<file path="src/rtl/mdu_divider_pkg.sv">
// rtl/mdu_divider_pkg.sv - shared constants, FSM state type and helpers for the RV32M divider
package mdu_divider_pkg;

  // Operand/result width; the datapath is only built for 32.
  localparam int XLEN  = 32;
  // Iteration counter width; must be able to hold XLEN.
  localparam int CNT_W = 6;

  // Divide-unit ALU control codes, disjoint from the multiply codes.
  localparam logic [3:0] MALU_DIV  = 4'd4;
  localparam logic [3:0] MALU_DIVU = 4'd5;
  localparam logic [3:0] MALU_REM  = 4'd6;
  localparam logic [3:0] MALU_REMU = 4'd7;

  typedef enum logic [1:0] {
    ST_IDLE = 2'd0,
    ST_CALC = 2'd1,
    ST_FIX  = 2'd2,
    ST_DONE = 2'd3
  } div_state_t;

  // Map any unrecognised control code onto DIVU so the unit always completes.
  function automatic logic [3:0] norm_op(input logic [3:0] op);
    logic [3:0] res;
    case (op)
      MALU_DIV, MALU_DIVU, MALU_REM, MALU_REMU: res = op;
      default:                                  res = MALU_DIVU;
    endcase
    return res;
  endfunction

  function automatic logic op_is_signed(input logic [3:0] op);
    return (op == MALU_DIV) || (op == MALU_REM);
  endfunction

  function automatic logic op_is_rem(input logic [3:0] op);
    return (op == MALU_REM) || (op == MALU_REMU);
  endfunction

  // Two's-complement magnitude when neg is set; 0x8000_0000 maps to itself,
  // which is the correct unsigned magnitude.
  function automatic logic [XLEN-1:0] mag(input logic [XLEN-1:0] v, input logic neg);
    return neg ? (~v + 1'b1) : v;
  endfunction

endpackage

</file>
<file path="src/rtl/mdu_divider_core.sv">
// rtl/mdu_divider_core.sv - 32-step restoring division on unsigned magnitudes
module div_restoring_core
  import mdu_divider_pkg::*;
(
  input  logic            clk_i,
  input  logic            rst_n_i,
  input  logic            load_i,
  input  logic            step_i,
  input  logic [XLEN-1:0] dividend_i,
  input  logic [XLEN-1:0] divisor_i,
  output logic [XLEN-1:0] quo_o,
  output logic [XLEN-1:0] rem_o,
  output logic            last_o
);

  logic [XLEN:0]    rem_q;
  logic [XLEN-1:0]  quo_q;
  logic [XLEN-1:0]  div_q;
  logic [CNT_W-1:0] cnt_q;

  logic [XLEN+1:0]  shifted;
  logic [XLEN+1:0]  diff;

  // Trial subtraction of the divisor from the left-shifted partial remainder;
  // one extra bit above the remainder register carries the sign of the trial.
  always_comb begin
    shifted = {rem_q, quo_q[XLEN-1]};
    diff    = shifted - {2'b00, div_q};
  end

  // Load fresh magnitudes, or perform one restoring step per cycle.
  always_ff @(posedge clk_i or negedge rst_n_i) begin
    if (!rst_n_i) begin
      rem_q <= '0;
      quo_q <= '0;
      div_q <= '0;
      cnt_q <= '0;
    end else if (load_i) begin
      rem_q <= '0;
      quo_q <= dividend_i;
      div_q <= divisor_i;
      cnt_q <= '0;
    end else if (step_i) begin
      if (!diff[XLEN+1]) begin
        rem_q <= diff[XLEN:0];
        quo_q <= {quo_q[XLEN-2:0], 1'b1};
      end else begin
        rem_q <= shifted[XLEN:0];
        quo_q <= {quo_q[XLEN-2:0], 1'b0};
      end
      cnt_q <= cnt_q + 1'b1;
    end
  end

  assign quo_o  = quo_q;
  assign rem_o  = rem_q[XLEN-1:0];
  assign last_o = (cnt_q == CNT_W'(XLEN - 1));

endmodule

</file>
<file path="src/rtl/mdu_divider.sv">
// rtl/mdu_divider.sv - multi-cycle RV32M DIV/DIVU/REM/REMU unit with pipeline stall
module mdu_divider
  import mdu_divider_pkg::*;
(
  input  logic        clk_i,
  input  logic        rst_n_i,
  input  logic        start_i,
  input  logic [3:0]  ALU_Ctrl_i,
  input  logic [31:0] data0_i,
  input  logic [31:0] data1_i,
  input  logic        flush_i,
  output logic        busy_o,
  output logic        stall_o,
  output logic        done_o,
  output logic [31:0] data_o
);

  div_state_t      state_q;
  logic [3:0]      op_q;
  logic            neg_a_q;
  logic            neg_b_q;

  logic [3:0]      in_op;
  logic            in_signed;
  logic            in_neg_a;
  logic            in_neg_b;
  logic [XLEN-1:0] in_a_mag;
  logic [XLEN-1:0] in_b_mag;
  logic            in_div0;
  logic [XLEN-1:0] in_div0_res;

  logic            core_load;
  logic            core_step;
  logic [XLEN-1:0] core_quo;
  logic [XLEN-1:0] core_rem;
  logic            core_last;

  logic [XLEN-1:0] fix_quo;
  logic [XLEN-1:0] fix_rem;
  logic [XLEN-1:0] fix_res;

  // Decode the incoming request: operation, operand signs and magnitudes.
  always_comb begin
    in_op       = norm_op(ALU_Ctrl_i);
    in_signed   = op_is_signed(in_op);
    in_neg_a    = in_signed & data0_i[XLEN-1];
    in_neg_b    = in_signed & data1_i[XLEN-1];
    in_a_mag    = mag(data0_i, in_neg_a);
    in_b_mag    = mag(data1_i, in_neg_b);
    in_div0     = (data1_i == '0);
    in_div0_res = op_is_rem(in_op) ? data0_i : '1;
  end

  assign core_load = (state_q == ST_IDLE) & start_i & ~flush_i & ~in_div0;
  assign core_step = (state_q == ST_CALC) & ~flush_i;

  div_restoring_core u_core (
    .clk_i      (clk_i),
    .rst_n_i    (rst_n_i),
    .load_i     (core_load),
    .step_i     (core_step),
    .dividend_i (in_a_mag),
    .divisor_i  (in_b_mag),
    .quo_o      (core_quo),
    .rem_o      (core_rem),
    .last_o     (core_last)
  );

  // Sign fix: the quotient is negative when operand signs differ, the
  // remainder takes the sign of the dividend. Overflow falls out naturally.
  always_comb begin
    fix_quo = (neg_a_q ^ neg_b_q) ? (~core_quo + 1'b1) : core_quo;
    fix_rem = neg_a_q ? (~core_rem + 1'b1) : core_rem;
    fix_res = op_is_rem(op_q) ? fix_rem : fix_quo;
  end

  // Control FSM with registered busy/done/result; flush aborts from any state.
  always_ff @(posedge clk_i or negedge rst_n_i) begin
    if (!rst_n_i) begin
      state_q <= ST_IDLE;
      op_q    <= '0;
      neg_a_q <= 1'b0;
      neg_b_q <= 1'b0;
      busy_o  <= 1'b0;
      done_o  <= 1'b0;
      data_o  <= '0;
    end else if (flush_i) begin
      state_q <= ST_IDLE;
      busy_o  <= 1'b0;
      done_o  <= 1'b0;
    end else begin
      case (state_q)
        ST_IDLE: begin
          done_o <= 1'b0;
          if (start_i) begin
            op_q    <= in_op;
            neg_a_q <= in_neg_a;
            neg_b_q <= in_neg_b;
            if (in_div0) begin
              data_o  <= in_div0_res;
              done_o  <= 1'b1;
              state_q <= ST_DONE;
            end else begin
              busy_o  <= 1'b1;
              state_q <= ST_CALC;
            end
          end
        end
        ST_CALC: begin
          if (core_last) begin
            state_q <= ST_FIX;
          end
        end
        ST_FIX: begin
          data_o  <= fix_res;
          busy_o  <= 1'b0;
          done_o  <= 1'b1;
          state_q <= ST_DONE;
        end
        ST_DONE: begin
          done_o  <= 1'b0;
          state_q <= ST_IDLE;
        end
        default: begin
          busy_o  <= 1'b0;
          done_o  <= 1'b0;
          state_q <= ST_IDLE;
        end
      endcase
    end
  end

  assign stall_o = busy_o | (start_i & (state_q == ST_IDLE) & ~flush_i);

endmodule

</file>
<file path="config.mk">
export PLATFORM = sky130hd
export DESIGN_NAME = mdu_divider
export DESIGN_NICKNAME = d
export VERILOG_FILES = /design/src/rtl/mdu_divider_pkg.sv /design/src/rtl/mdu_divider_core.sv /design/src/rtl/mdu_divider.sv
export SDC_FILE = /design/constraint.sdc
export NUM_CORES = 1
export LEC_CHECK = 0
export BUFFER_PORTS_ARGS = -buffer_cell sky130_fd_sc_hd__buf_4
export CAP_MARGIN = 20
export CORE_ASPECT_RATIO = 0.9
export CORE_MARGIN = 2
export CORE_UTILIZATION = 25
export DETAILED_ROUTE_END_ITERATION = 7
export PLACE_DENSITY_LB_ADDON = 0.12
export SLEW_MARGIN = 20
export SYNTH_ARGS = -nofsm -noshare
export SYNTH_HDL_FRONTEND = slang
export SYNTH_SLANG_ARGS = --single-unit
</file>
<file path="constraint.sdc">
create_clock -name clk_i -period 6.76 [get_ports clk_i]
set_input_delay 0.676 -clock clk_i [delete_from_list [all_inputs] [get_ports clk_i]]
set_output_delay 0.676 -clock clk_i [all_outputs]
set_load 0.05 [all_outputs]
</file>
==> run summary <==
The run finished with clean final reports. The reg2reg setup slack came out at slightly below 3 ns. The via count of the first global-routing pass is 10000. The tool flagged a number of max-cap violations equal to 0. Setup violations remaining at the end of the flow were counted as 0. In this run the core area contains 74 standard-cell rows.

The maximum frequency from static timing analysis is 0.253 GHz. The die outline width came out at 228 um. For this design, the slowest cell found on the critical path is sky130_fd_sc_hd__nor4_1. The layout net count is 1621. The remaining routing DRC violations is 0.

The worst endpoint data arrival time came out at about 4.3 ns. The family with the most delay on the worst path is simple AND/OR/NAND/NOR gates. The root cell of the clock tree is sky130_fd_sc_hd__clkbuf_16. The final count of pins violating max slew is 0.

The number of routed nets with antenna violations is 0. The core region is 45100 um2. The relative slew slack came out at 41.3%.

The distinct cell type count of the synthesized netlist came out at 67. The leftover overflow at the end of global routing is 0. The largest vdd supply drop is about 300 uV.

The number of antenna cells inserted is 0. After synthesis the netlist holds a flip-flop and latch count of 144. The total length of routed met3 wires came out at approximately 1400 um.

Yosys attributes the largest share of cell area to sky130_fd_sc_hd__dfrtp_1 (32%), sky130_fd_sc_hd__nand2_1 (7.0%), sky130_fd_sc_hd__xnor2_1 (6.0%). The share of the synthesized area in the top cell type came out at roughly a third. The final worst hold slack came out at around 0.27 ns. The clock edge transition at the registers on the reported setup and hold paths came out at about 0.07 ns.

The final critical path takes up between 50% and 60% of the cycle. Summing every instance area after synthesis gives between 10000 and 15000 um2. The reg-to-reg critical path startpoint is u_core.quo_o[31]$_DFFE_PN0P_.

The share of synthesized flip-flops with an asynchronous set or reset came out at 100%. In this run, the number of DRC markers left after iteration 0 of detailed routing was 610. The sink count of the clock tree is 144. In this design, the stage delay of the slowest critical-path cell is 0.73 ns. The post-synthesis average cell area came out at 7.80 um2.

Yosys instantiated no cell more often than sky130_fd_sc_hd__nand2_1. For the worst flop-to-flop path, the logic depth is 12. The wire length on met1 is 19800 um. The largest net degree at the start of global routing came out at 74. In the routed layout, each cell is associated on average with a via count of 4.90. The maximum fanout encountered on the critical timing path is 64. The synthesized instance count is 1453. The cell occurring most often along the worst timing path is sky130_fd_sc_hd__buf_4. Detailed routing inserted a total of 10400 vias. In the final timing run, aggregate negative setup slack is 0 ns. The number of nets in the synthesized netlist is between 1500 and 2000.

Input and output buffers added on the ports amount to 106. The worst setup skew after layout is ~0.011 ns. The slew at the pin with the worst max-slew slack is between 0.8 and 0.9 ns. The worst setup path is of the in2reg kind. The dominant synthesized flop cell is sky130_fd_sc_hd__dfrtp_1.

The number of hold buffers added after CTS was 0. The die is 206 um tall. Of the synthesized area, sequential elements account for 31.8%. STA classifies the critical path startpoint as an input port.

The wire length after detailed routing came out at 36300 um. The initial core utilization came out at 25.1%. The number of buffers created by CTS came out at 17. The number of enable flip-flop cells after synthesis is 0. The shortest period the worst path allows came out at 3.95 ns. Traced cell by cell, the critical path runs through buf_4, nor4_1, nand4_1, nor3_4, and3_1, or2b_4, buf_4, nor2_1, a31oi_1. The congestion estimate from routability-driven global placement came to about 0.83. The final-layout fill cell count is 4903. The maximum count of clock buffers along a single path is 2. The share of post-route cells with drive strength above 1 came out at between 10% and 20%. Setup repair after global routing left no endpoint under its margin. The min-delay analysis places its worst path in the category in2async. Sorting the synthesized cells by how often they occur yields sky130_fd_sc_hd__nand2_1 (212), sky130_fd_sc_hd__dfrtp_1 (144), sky130_fd_sc_hd__o21ai_0 (136). The endpoint kind of the worst setup timing path is a flip-flop. The detailed route wirelength on metal2 is between 10000 and 15000 um.

The first global-routing pass estimated between 50000 and 60000 um of wire. The insertion delay of the later-clocked pin in the worst-skew pair came out at 0.45 ns. The growth of design area from synthesis to finish is 17.5%.

TritonCTS built the clock tree. The critical path contains buffers and inverters numbering 2 combined. The detailed-route wire length per cell is 17.1 um. The number of antenna violations at the first check in global routing came out at 1. The total power density per cell area came out at 539 nW/um2. The warning count from the yosys run came out at 0. The number of iterations in the first detailed-routing pass came out at 5. Once the clock tree was built, the setup fixing pass inserted 0 buffers. The H-tree level count came out at 4. The number of endpoints with negative hold slack in the final report came out at 0. The topmost layer with routed signal wires is met4.

The worst register-to-register path ends at u_core.rem_q[30]$_DFFE_PN0P_. The die area is 47100 um2. The required time of the critical path is around 7.1 ns. Detailed placement finished with a half-perimeter wire length of about 27000 um. The static leakage power is 0.00579 uW. The post-cts resize count is 0.

Across every metal layer, demand over resource in global routing totals 15.6%. The biggest area consumer among synthesized cells is sky130_fd_sc_hd__dfrtp_1. The number of placed I/O pins came out at 107.
[metrics by stage]
step                utilization (%)  total power, uW  setup WS, ns  area (um2)  std cells
floorplan                         -             4890          3.80       11300       1453
global placement               28.0             6060          2.16       12600       2096
detailed placement             28.0             6060          2.40       12600       2096
CTS                            29.5             7220          2.85       13300       2128
global route                   29.6             7830          2.53       13300       2128
finish                         29.6             7180          2.81       13300       2128
[how the worst max path moves through the flow]
stage,start,endpoint,slack (ns),depth (start not counted)
final,data1_i[3],u_core.quo_o[2]$_DFFE_PN0P_,2.81,9
after global routing,data1_i[3],u_core.quo_o[8]$_DFFE_PN0P_,2.53,9
after CTS,data1_i[3],u_core.quo_o[12]$_DFFE_PN0P_,2.85,9
after detailed placement,data1_i[3],u_core.quo_o[2]$_DFFE_PN0P_,2.40,9
after global placement,data1_i[3],u_core.quo_o[21]$_DFFE_PN0P_,2.16,9
after floorplan,u_core.quo_o[31]$_DFFE_PN0P_,u_core.rem_q[32]$_DFFE_PN0P_,3.80,12
[layout make-up]
cell class | instances | area (um2) | area share (%)
multi-input combinational | 1161 | 7140 | 53.6
tap | 608 | 761 | 5.71
timing repair buffer | 119 | 901 | 6.76
clock inverter | 13 | 235 | 1.77
clock buffer | 19 | 443 | 3.32
sequential | 144 | 3600 | 27.1
inverter | 64 | 240 | 1.80
[placed cells by master, fill, tap and decap left out, types with 17 or more instances in the layout]
cell,count
sky130_fd_sc_hd__nand3_1,23
sky130_fd_sc_hd__inv_1,64
sky130_fd_sc_hd__nor4_1,17
sky130_fd_sc_hd__a31oi_1,41
sky130_fd_sc_hd__o31ai_1,29
sky130_fd_sc_hd__xor2_1,70
sky130_fd_sc_hd__xnor2_1,78
sky130_fd_sc_hd__mux2i_1,30
sky130_fd_sc_hd__o21ai_0,136
sky130_fd_sc_hd__a21oi_1,105
sky130_fd_sc_hd__o22ai_1,27
sky130_fd_sc_hd__clkbuf_16,17
sky130_fd_sc_hd__dfrtp_1,143
sky130_fd_sc_hd__nor3_1,32
sky130_fd_sc_hd__nor2_1,123
sky130_fd_sc_hd__nand2_1,212
sky130_fd_sc_hd__buf_4,117
sky130_fd_sc_hd__ha_1,41
[cells by family (layout without fill, tap and decap cells)]
group | count (synthesis) | in the layout | synth area share, %
AO/OA/AOI/OAI | 435 | 435 | 23.3
multiplexers | 32 | 32 | 2.85
AND/OR/NAND/NOR | 504 | 504 | 20.4
flip-flops | 144 | 144 | 31.8
buffers and inverters | 148 | 215 | 5.50
XOR/XNOR | 148 | 148 | 11.4
adder cells (fa/ha/maj) | 42 | 42 | 4.70
[report_power, final]
group	leakage (uW)	switching [uW]	total, uW	internal [uW]
Sequential	0.00178	449	1690	1240
Clock	0.000323	417	1120	704
Combinational	0.00369	2680	4370	1680
Total	0.00579	3550	7180	3630
[registers in the layout, indices dropped and copies added (netlist names)]
name and count:
u_core.div_q 32, busy_o 1, state_q 2, u_core.quo_o 32
neg_b_q 1, op_q 3, neg_a_q 1, u_core.rem_q 33
data_o 32, done_o 1, u_core.cnt_q 6
[metal layers]
layer / track usage, % / up-vias
met4: 3.71 / 0
met5: 0 / -
met3: 2.86 / 28
met2: 22.6 / 227
met1: 23.6 / 4890
li1: - / 5278
Note: power is estimated with default switching activity, not from simulation.
